`config.mk`:
```
export PLATFORM = sky130hd
export DESIGN_NAME = pwm_capture
export DESIGN_NICKNAME = d
export VERILOG_FILES = /design/src/rtl/pwm_pkg.sv /design/src/rtl/pwm_duty_div.sv /design/src/rtl/pwm_capture.sv
export SDC_FILE = /design/constraint.sdc
export NUM_CORES = 1
export LEC_CHECK = 0
export CAP_MARGIN = 10
export CORE_MARGIN = 5
export CORE_UTILIZATION = 33
export CTS_BUF_LIST = sky130_fd_sc_hd__clkbuf_8
export DETAILED_ROUTE_END_ITERATION = 8
export HOLD_SLACK_MARGIN = 0.1
export PLACE_DENSITY = 0.56
export SYNTH_ARGS = -nofsm -noshare
export SYNTH_HDL_FRONTEND = slang
export SYNTH_SLANG_ARGS = --single-unit
export TNS_END_PERCENT = 1
```
`constraint.sdc`:
```
create_clock -name clk -period 3.6 [get_ports clk]
set_input_delay 1.08 -clock clk [delete_from_list [all_inputs] [get_ports clk]]
set_output_delay 1.08 -clock clk [all_outputs]
set_load 0.01 [all_outputs]
```
`src/rtl/pwm_pkg.sv`:
```
// Shared constants and capture FSM state type for the PWM capture block.
package pwm_pkg;

  localparam int DUTY_W       = 7;
  localparam int DUTY_MAX_DEF = 100;

  typedef enum logic [1:0] {
    IDLE = 2'd0,
    HIGH = 2'd1,
    LOW  = 2'd2
  } cap_state_t;

endpackage

```
`src/rtl/pwm_duty_div.sv`:
```
// Sequential duty divider: floor(high*DUTY_MAX/period), one quotient bit per cycle, MSB first.
// o_done is asserted during the last iteration and o_duty is valid in that same cycle.
module pwm_duty_div
  import pwm_pkg::*;
#(
  parameter int CNT_W    = 16,
  parameter int DUTY_MAX = DUTY_MAX_DEF
) (
  input  logic              clk,
  input  logic              reset,
  input  logic              i_start,
  input  logic              i_abort,
  input  logic [CNT_W-1:0]  i_high,
  input  logic [CNT_W:0]    i_period,
  output logic              o_busy,
  output logic              o_done,
  output logic [DUTY_W-1:0] o_duty
);

  localparam int           W     = CNT_W + DUTY_W + 1;
  localparam logic [W-1:0] SCALE = W'(DUTY_MAX);

  logic [W-1:0]        r_rem;
  logic [W-1:0]        r_dvs;
  logic [DUTY_W-2:0]   r_quot;
  logic [2:0]          r_bit;
  logic                r_busy;
  logic                w_ge;
  logic [W-1:0]        w_dividend;

  assign w_dividend = W'(i_high) * SCALE;
  assign w_ge       = (r_rem >= r_dvs);

  always_ff @(posedge clk or negedge reset) begin
    if (!reset) begin
      r_busy <= 1'b0;
      r_bit  <= '0;
    end else if (i_abort) begin
      r_busy <= 1'b0;
    end else if (i_start && !r_busy) begin
      r_busy <= 1'b1;
      r_bit  <= 3'(DUTY_W - 1);
    end else if (r_busy) begin
      r_bit <= r_bit - 3'd1;
      if (r_bit == 3'd0) r_busy <= 1'b0;
    end
  end

  // Divisor starts pre-shifted to the quotient MSB and walks right each cycle
  always_ff @(posedge clk) begin
    if (i_start && !r_busy) begin
      r_rem  <= w_dividend;
      r_dvs  <= W'(i_period) << (DUTY_W - 1);
      r_quot <= '0;
    end else if (r_busy) begin
      if (w_ge) r_rem <= r_rem - r_dvs;
      r_dvs  <= r_dvs >> 1;
      r_quot <= {r_quot[DUTY_W-3:0], w_ge};
    end
  end

  assign o_busy = r_busy;
  assign o_done = r_busy && (r_bit == 3'd0);
  assign o_duty = {r_quot, w_ge};

endmodule

```
`src/rtl/pwm_capture.sv`:
```
// PWM period/duty capture with 2-flop synchronizer, IDLE/HIGH/LOW phase FSM and timeout.
// Optional 3-sample glitch filter on the synchronized input: PWM_CAPTURE_GLITCH_FILTER_EN.
module pwm_capture
  import pwm_pkg::*;
#(
  parameter int CNT_W    = 16,
  parameter int DUTY_MAX = DUTY_MAX_DEF
) (
  input  logic              clk,
  input  logic              reset,
  input  logic              pwm_in,
  output logic [DUTY_W-1:0] duty_out,
  output logic [CNT_W:0]    period_out,
  output logic              valid,
  output logic              timeout
);

  localparam logic [CNT_W-1:0]  CNT_MAX = '1;
  localparam logic [DUTY_W-1:0] DMAX    = DUTY_W'(DUTY_MAX);

  logic              r_sync1, r_sync2, r_s_d;
  logic              w_s, w_rise, w_fall;
  cap_state_t        r_state, w_state_nxt;
  logic [CNT_W-1:0]  r_high, r_low, w_high_nxt, w_low_nxt;
  logic              w_close, w_to_evt, w_start;
  logic [CNT_W:0]    w_period_sum, r_per_lat;
  logic              w_div_busy, w_div_done;
  logic [DUTY_W-1:0] w_div_duty;
  logic              r_valid, r_timeout;
  logic [DUTY_W-1:0] r_duty;
  logic [CNT_W:0]    r_period;

  function automatic logic [CNT_W-1:0] sat_inc(input logic [CNT_W-1:0] v);
    return (v == CNT_MAX) ? v : v + CNT_W'(1);
  endfunction

  always_ff @(posedge clk or negedge reset) begin
    if (!reset) begin
      r_sync1 <= 1'b0;
      r_sync2 <= 1'b0;
    end else begin
      r_sync1 <= pwm_in;
      r_sync2 <= r_sync1;
    end
  end

`ifdef PWM_CAPTURE_GLITCH_FILTER_EN
  logic [1:0] r_hist;
  logic       r_filt;

  // Output follows the input combinationally once three samples agree, which keeps the delay at 2 cycles
  assign w_s = (r_sync2 == r_hist[0] && r_hist[0] == r_hist[1]) ? r_sync2 : r_filt;

  always_ff @(posedge clk or negedge reset) begin
    if (!reset) begin
      r_hist <= '0;
      r_filt <= 1'b0;
    end else begin
      r_hist <= {r_hist[0], r_sync2};
      r_filt <= w_s;
    end
  end
`else
  assign w_s = r_sync2;
`endif

  assign w_rise       = w_s & ~r_s_d;
  assign w_fall       = ~w_s & r_s_d;
  assign w_period_sum = {1'b0, r_high} + {1'b0, r_low};
  assign w_start      = w_close && !w_div_busy;

  always_comb begin
    w_state_nxt = r_state;
    w_high_nxt  = r_high;
    w_low_nxt   = r_low;
    w_close     = 1'b0;
    w_to_evt    = 1'b0;
    case (r_state)
      IDLE: begin
        if (w_rise) begin
          w_state_nxt = HIGH;
          w_high_nxt  = CNT_W'(1);
          w_low_nxt   = '0;
        end
      end
      HIGH: begin
        if (w_fall) begin
          w_state_nxt = LOW;
          w_low_nxt   = CNT_W'(1);
        end else if (r_high == CNT_MAX) begin
          w_to_evt    = 1'b1;
          w_state_nxt = IDLE;
          w_high_nxt  = '0;
          w_low_nxt   = '0;
        end else begin
          w_high_nxt = sat_inc(r_high);
        end
      end
      LOW: begin
        // The cycle of the closing edge already belongs to the next high phase
        if (w_rise) begin
          w_close     = 1'b1;
          w_state_nxt = HIGH;
          w_high_nxt  = CNT_W'(1);
          w_low_nxt   = '0;
        end else if (r_low == CNT_MAX) begin
          w_to_evt    = 1'b1;
          w_state_nxt = IDLE;
          w_high_nxt  = '0;
          w_low_nxt   = '0;
        end else begin
          w_low_nxt = sat_inc(r_low);
        end
      end
      default: w_state_nxt = IDLE;
    endcase
  end

  always_ff @(posedge clk or negedge reset) begin
    if (!reset) begin
      r_state <= IDLE;
      r_high  <= '0;
      r_low   <= '0;
      r_s_d   <= 1'b0;
    end else begin
      r_state <= w_state_nxt;
      r_high  <= w_high_nxt;
      r_low   <= w_low_nxt;
      r_s_d   <= w_s;
    end
  end

  always_ff @(posedge clk) begin
    if (w_start) r_per_lat <= w_period_sum;
  end

  pwm_duty_div #(
    .CNT_W    (CNT_W),
    .DUTY_MAX (DUTY_MAX)
  ) u_div (
    .clk      (clk),
    .reset    (reset),
    .i_start  (w_start),
    .i_abort  (w_to_evt),
    .i_high   (r_high),
    .i_period (w_period_sum),
    .o_busy   (w_div_busy),
    .o_done   (w_div_done),
    .o_duty   (w_div_duty)
  );

  always_ff @(posedge clk or negedge reset) begin
    if (!reset) begin
      r_valid   <= 1'b0;
      r_timeout <= 1'b0;
      r_duty    <= '0;
      r_period  <= '0;
    end else begin
      r_valid <= 1'b0;
      if (w_to_evt) begin
        r_valid   <= 1'b1;
        r_timeout <= 1'b1;
        r_period  <= '0;
        r_duty    <= w_s ? DMAX : '0;
      end else begin
        if (w_rise) r_timeout <= 1'b0;
        if (w_div_done && !r_timeout) begin
          r_valid  <= 1'b1;
          r_duty   <= w_div_duty;
          r_period <= r_per_lat;
        end
      end
    end
  end

  assign valid      = r_valid;
  assign timeout    = r_timeout;
  assign duty_out   = r_duty;
  assign period_out = r_period;

endmodule

```
==> results of run 1 <==
==> registers in the layout, indices dropped and copies added, names as in the netlist <==
name and cells:
r_state 2, u_div.r_rem 24, r_sync1 1, u_div.o_busy 1
valid 1, r_sync2 1, duty_out 7, r_per_lat 17
r_s_d 1, r_low 16, u_div.r_bit 3, u_div.r_dvs 23
r_high 16, period_out 17, u_div.r_quot 6, timeout 1
==> through the flow <==
stage | hold WS (ps) | total power [mW]
after floorplan | 331.2 | 5.201
after global placement | 331.7 | 6.359
after detailed placement | 335.8 | 6.379
after CTS | 357.6 | 7.751
after global routing | 367.6 | 8.392
final | 353.2 | 7.705
==> final cells by class <==
type / instances / area, sq um
sequential: 137 / 3632
clock buffer: 17 / 234.0
inverter: 88 / 330.3
multi-input combinational: 707 / 5105
timing repair buffer: 72 / 634.4
clock inverter: 15 / 176.4
fill: 2677 / 16340
tap: 341 / 426.7
==> layer usage <==
metal  routed length [um]  part of all wire, %  up-vias  global-route usage [%]
met5                    0                    0        -                       0
met4                  501                  2.3        0                   4.517
met1                10660                   49     3302                   20.75
met2                10060                   46      120                   23.20
li1                     -                    -     3531                       -
met3                  689                  3.1       26                   2.402
==> cells by family after synthesis <==
group                    after synthesis  synth area share, %
AO/OA/AOI/OAI                        259                18.00
flip-flops                           137                40.37
adder cells (fa/ha/maj)              111                16.54
buffers and inverters                117                5.025
multiplexers                           2               0.2227
XOR/XNOR                              59                5.749
AND/OR/NAND/NOR                      276                14.10
==> cells in the mapped netlist (7+ instances only) <==
master,count,share of area [%]
nand2_1,126,5.3
ha_1,98,14
inv_1,87,3.6
o21ai_0,72,4.0
dfrtp_1,67,19
a21oi_1,63,3.5
nor2_1,60,2.5
edfxtp_1,55,18
xnor2_1,37,3.6
a21o_1,25,2.1
clkbuf_1,24,1.0
xor2_1,22,2.1
a31oi_1,17,1.2
nand3_1,16,0.89
dfxtp_1,15,3.3
nor3_1,14,0.78
and3_1,13,0.90
fa_1,13,2.9
o22ai_1,13,0.90
nand2b_1,12,0.84
o31ai_1,11,0.92
a211oi_1,9,0.75
o21bai_1,8,0.67
nand4_1,7,0.49
o21a_1,7,0.58
==> how the worst max path moves through the flow <==
stage                   start              end  slack, ps  cells after the start
floorplan           r_high[3]  u_div.r_rem[22]          6                     14
global placement    r_high[3]  u_div.r_rem[22]        -90                     14
detailed placement  r_high[3]  u_div.r_rem[22]       -170                     14
CTS                 r_high[2]  u_div.r_rem[22]       -110                     12
global route        r_high[3]  u_div.r_rem[20]        -60                     13
finish              r_high[3]  u_div.r_rem[20]         60                     13
==> critical path, delay by kind of cell (launching register included) <==
kind / cells / cell delay [ps]
fa+ha+maj: 4 / 1300
compound gates: 7 / 1240
flops: 1 / 460
buf+inv: 1 / 150
xor+xnor: 1 / 150
==> power by group through the flow <==
stage	clock network, mW	logic (mW)	registers, mW
floorplan	0	2.69	2.51
global placement	0	3.85	2.51
detailed placement	0	3.86	2.52
CTS	1.34	3.92	2.49
global route	1.42	4.42	2.55
finish	1.30	3.92	2.49
==> cells in the final DEF (no fill, tap or decap), drive strengths merged, types with 15 or more instances in the layout <==
master / count
nor2: 60
ha: 98
clkbuf: 17
clkdlybuf4s50: 27
a21oi: 63
buf: 45
inv: 97
dfrtp: 67
xor2: 22
nand2: 126
a21o: 25
edfxtp: 55
nand3: 17
o21ai: 75
nor3: 16
xnor2: 37
dfxtp: 15
a31oi: 17
==> repair_timing <==
item | CTS | global route
gates cloned | 0 | 0
buffers inserted | 2 | 1
gates resized for setup | 10 | 25
pin swaps | 15 | 18
setup endpoints to repair | 4 | 5
==> impl_metrics.env, run 1 <==
export IMPL_combinationalPowerShare_pct=50.9
export IMPL_clock_path_buffers=2
export IMPL_crit_path_frequent_cell="ha_4"
export IMPL_coreArea_sq_mm=0.02688
export IMPL_syn_area_per_cell_sq_um=9.353
export IMPL_postRouteWirelength_um=21910
export IMPL_grt_pass1_vias=6884
export IMPL_grt_max_degree=43
export IMPL_fin_cells=1377
export IMPL_route_vias_total=6979
export IMPL_async_reset_ff_share_pct=48.91
export IMPL_syn2layout_area_growth_pct=17.25
export IMPL_max_stage_delay_ps=590
export IMPL_p_per_area_mw_per_mm2=731.1
export IMPL_drtPass1Iterations=5
export IMPL_place_area_sq_mm=0.009925
export IMPL_worstSkewPairLatency_ps=470
export IMPL_regToRegEndpoint="u_div.r_rem[20]"
export IMPL_fin_crit_ps=3538
export IMPL_layout_nets=1137
export IMPL_portBuffers=28
export IMPL_ioPinCount=29
export IMPL_cp_slowest_cell="fa_1"
export IMPL_worst_slew_pin_slew_ps=779.7
export IMPL_hold_path_class="reg2reg"
export IMPL_n_antenna_cell=0
export IMPL_max_cap_viol_count=0
export IMPL_ys_warn_count=0
export IMPL_drt_antenna_violating_nets=0
export IMPL_hold_buffers=0
export IMPL_wl_per_cell_um=15.91
export IMPL_cp_max_fo=4
export IMPL_p_clk_share_pct=16.9
export IMPL_setup_ws_ps=61.66
export IMPL_reg2reg_depth=13
export IMPL_r2r_setup_slack_ps=60
export IMPL_startpoint_type="register"
export IMPL_status="finished clean"
export IMPL_initial_core_util_pct=33.45
export IMPL_hold_viol=0
export IMPL_synth_distinct_cells=61
export IMPL_grt_ovfl_total=0
export IMPL_fmax_ghz=0.2826
export IMPL_cts_made_buffers=17
export IMPL_synthCells=961
export IMPL_yosys_register_bits=137
export IMPL_dp_hpwl_um=16950
export IMPL_tns_ps=0
export IMPL_rsz0062_at_grt="yes"
export IMPL_routabilityCongestion=0.8389
export IMPL_synth_edf_count=55
export IMPL_root_buffer="clkbuf_8"
export IMPL_fin_util_pct=39.21
export IMPL_hold_start="r_sync1"
export IMPL_critPathKind="reg2reg"
export IMPL_switchingPower_mw=3.273
export IMPL_drc=0
export IMPL_avgViaCountPerCell=5.068
export IMPL_rows=60
export IMPL_min_period_over_period_pct=98.29
export IMPL_peakVddDrop_v=0.0002602
export IMPL_switching_share_pct=42.48
export IMPL_pre_cts_slack_ps=-173.1
export IMPL_finalMaxSlewViolations=0
export IMPL_grt_pass1_wl_um=36400
export IMPL_track_usage_pct=14.70
export IMPL_crit_arrival_ps=3750
export IMPL_leakagePower_nw=4.705
export IMPL_drt_iter0_drc=497
export IMPL_die_h_um=175.0
export IMPL_synth_seq_area_share_pct=40.37
export IMPL_yosys_most_used_dff="dfrtp_1"
export IMPL_clkTransAtPathRegs_ps=90
export IMPL_r2r_start="r_high[3]"
export IMPL_whs_path_depth=0
export IMPL_crit_required_ps=3810
export IMPL_final_area_sq_mm=0.01054
export IMPL_syn_area_sq_mm=0.008989
export IMPL_die_x_um=175.0
export IMPL_cts_tree="done"
export IMPL_endpoint_kind="register"
export IMPL_layout_drive_gt1_share_pct=11.68
export IMPL_power_internal_mw=4.432
export IMPL_placed_cells=1342
export IMPL_fin_worst_skew_ps=18.68
export IMPL_holdPathEnd="r_sync2"
export IMPL_die_area_sq_mm=0.03064
export IMPL_syn_num_nets=1075
export IMPL_cts_htree_levels=4
export IMPL_setup_viol=0
export IMPL_max_slew_margin_pct=48.02
export IMPL_antenna_found_initial=0
export IMPL_clock_sinks=137
export IMPL_pwr_share_seq_pct=32.3
export IMPL_cp_cell_sequence="ha_4, ha_4, fa_1, ha_4, a211oi_4, o21bai_2, o311ai_2, o21ai_2, o31a_1, buf_4, a31oi_4, xor2_1, o22ai_1"
Note: power is estimated with default switching activity, not from simulation.
==> run 2: changes to the inputs <==
HOLD_SLACK_MARGIN = 0.08   (was 0.1)
==> results of run 2 <==
No change in the layout: final DEF, timing and power equal those of run 1.
==> run 3: changes to the inputs <==
PLACE_DENSITY = 0.54   (was 0.56)
clock period = 4.15 ns   (was 3.6 ns; I/O delays follow)
==> run 3 against run 2 <==
Net effect: sequential cell count unchanged; critical path type unchanged; highest routed layer unchanged; sequential share of layout area up 1.3 points; core utilization decreased by 1.5 points.
==> impl_metrics.env, run 3 (synthesis results as in run 1) <==
export IMPL_p_per_area_mw_per_mm2=661.5
export IMPL_tns_ps=0
export IMPL_max_stage_delay_ps=480
export IMPL_cts_tree="done"
export IMPL_peakVddDrop_v=0.0002511
export IMPL_rsz0062_at_grt="no"
export IMPL_holdPathEnd="r_sync2"
export IMPL_reg_top3="u_div.r_rem: 24 flops, u_div.r_dvs: 23 flops"
export IMPL_route_vias_total=6777
export IMPL_hold_viol=0
export IMPL_startpoint_type="register"
export IMPL_fmax_ghz=0.2591
export IMPL_crit_arrival_ps=4050
export IMPL_hold_buffers=0
export IMPL_max_slew_margin_pct=36.59
export IMPL_grt_max_degree=68
export IMPL_layout_drive_gt1_share_pct=6.356
export IMPL_grt_pass1_vias=6663
export IMPL_min_period_over_period_pct=93.00
export IMPL_worstSkewPairLatency_ps=470
export IMPL_n_antenna_cell=0
export IMPL_status="finished clean"
export IMPL_drtPass1Iterations=5
export IMPL_clock_sinks=137
export IMPL_placed_cells=1316
export IMPL_fin_crit_ps=3859
export IMPL_hold_path_class="reg2reg"
export IMPL_die_x_um=175.0
export IMPL_grt_ovfl_total=0
export IMPL_cp_max_fo=5
export IMPL_setup_ws_ps=290.7
export IMPL_clkTransAtPathRegs_ps=90
export IMPL_initial_core_util_pct=33.45
export IMPL_fin_util_pct=37.70
export IMPL_setup_viol=0
export IMPL_critPathKind="reg2reg"
export IMPL_largest_reg_flops=24
export IMPL_hold_start="r_sync1"
export IMPL_grt_pass1_wl_um=35780
export IMPL_r2r_setup_slack_ps=290
export IMPL_die_area_sq_mm=0.03064
export IMPL_postRouteWirelength_um=22390
export IMPL_avgViaCountPerCell=5.027
export IMPL_cts_made_buffers=17
export IMPL_layout_nets=1108
export IMPL_ioPinCount=29
export IMPL_max_cap_viol_count=0
export IMPL_die_h_um=175.0
export IMPL_whs_path_depth=0
export IMPL_root_buffer="clkbuf_8"
export IMPL_r2r_start="r_high[2]"
export IMPL_top_register="u_div.r_rem"
export IMPL_most_common_layout_cells="nand2_1, ha_1, inv_1"
export IMPL_dp_hpwl_um=16880
export IMPL_reg2reg_depth=12
export IMPL_rows=60
export IMPL_syn2layout_area_growth_pct=12.74
export IMPL_drt_iter0_drc=403
export IMPL_cp_slowest_cell="fa_1"
export IMPL_fin_worst_skew_ps=22.39
export IMPL_portBuffers=28
export IMPL_cts_htree_levels=4
export IMPL_antenna_found_initial=0
export IMPL_finalMaxSlewViolations=0
export IMPL_drt_antenna_violating_nets=0
export IMPL_routabilityCongestion=0.8209
export IMPL_fin_cells=1348
export IMPL_crit_path_frequent_cell="ha_1"
export IMPL_wl_per_cell_um=16.61
export IMPL_cp_cell_sequence="ha_1, ha_1, fa_1, ha_1, a211oi_1, o21bai_1, o311ai_2, o21ai_1, o31a_1, a221o_1, xnor2_1, o21ai_0"
export IMPL_track_usage_pct=14.63
export IMPL_pre_cts_slack_ps=238.6
export IMPL_crit_required_ps=4350
export IMPL_mostFrequentLayoutCell="nand2_1"
export IMPL_worst_slew_pin_slew_ps=951.1
export IMPL_clock_path_buffers=2
export IMPL_drc=0
export IMPL_endpoint_kind="register"
export IMPL_coreArea_sq_mm=0.02688
export IMPL_regToRegEndpoint="u_div.r_rem[22]"
export IMPL_leakagePower_nw=4.576
[run 3: worst max path at each step]
stage | from | end | slack, ps
detailed placement | r_high[2] | u_div.r_rem[22] | 240
global route | r_high[3] | u_div.r_rem[22] | 60
floorplan | r_high[2] | u_div.r_rem[22] | 470
CTS | r_high[3] | u_div.r_rem[22] | 180
global placement | r_high[2] | u_div.r_rem[22] | 260
finish | r_high[2] | u_div.r_rem[22] | 290
[run 3: report_power, final]
group,internal [mW],total [mW],leakage (nW),switching (mW)
Combinational,1.37,3.34,2.84,1.97
Sequential,1.94,2.15,1.52,0.210
Clock,0.570,1.21,0.215,0.643
Total,3.88,6.70,4.58,2.82
[run 3: repair_timing]
item                                    in CTS  in global routing
endpoints found under the setup margin       0                  2
buffers inserted                             0                  0
resized for setup                            0                  2
[run 3: area by class of cell]
cell class              count  area [sq um]
multi-input cells         707          4921
fillers                  2740         16740
clock inverters            15         192.7
flip-flops and latches    137          3628
inverters                  88         330.3
clock buffers              17         234.0
repair buffers             43         400.4
well taps                 341         426.7
[run 3: worst max-delay path: cells and delay by family, from the launching register on]
kind            cells  cell delay, ps
compound gates      7            1540
fa+ha+maj           4            1470
flops               1             460
xor+xnor            1             130
[run 3: per-stage QoR]
| step | hold WS, ps | cell area (sq um) | total power [mW] |
|---|---|---|---|
| finish | 356.3 | 10130 | 6.703 |
| global route | 371.0 | 10130 | 7.211 |
| CTS | 366.4 | 10130 | 6.758 |
| detailed placement | 334.7 | 9699 | 5.502 |
| global placement | 332.0 | 9699 | 5.486 |
| floorplan | 331.2 | 8989 | 4.499 |
[run 3: layer usage]
layer | routed length (um) | global-route usage, %
met2 | 10050 | 22.96
met1 | 11030 | 20.47
met3 | 923 | 3.224
met5 | 0 | 0
met4 | 383 | 3.928
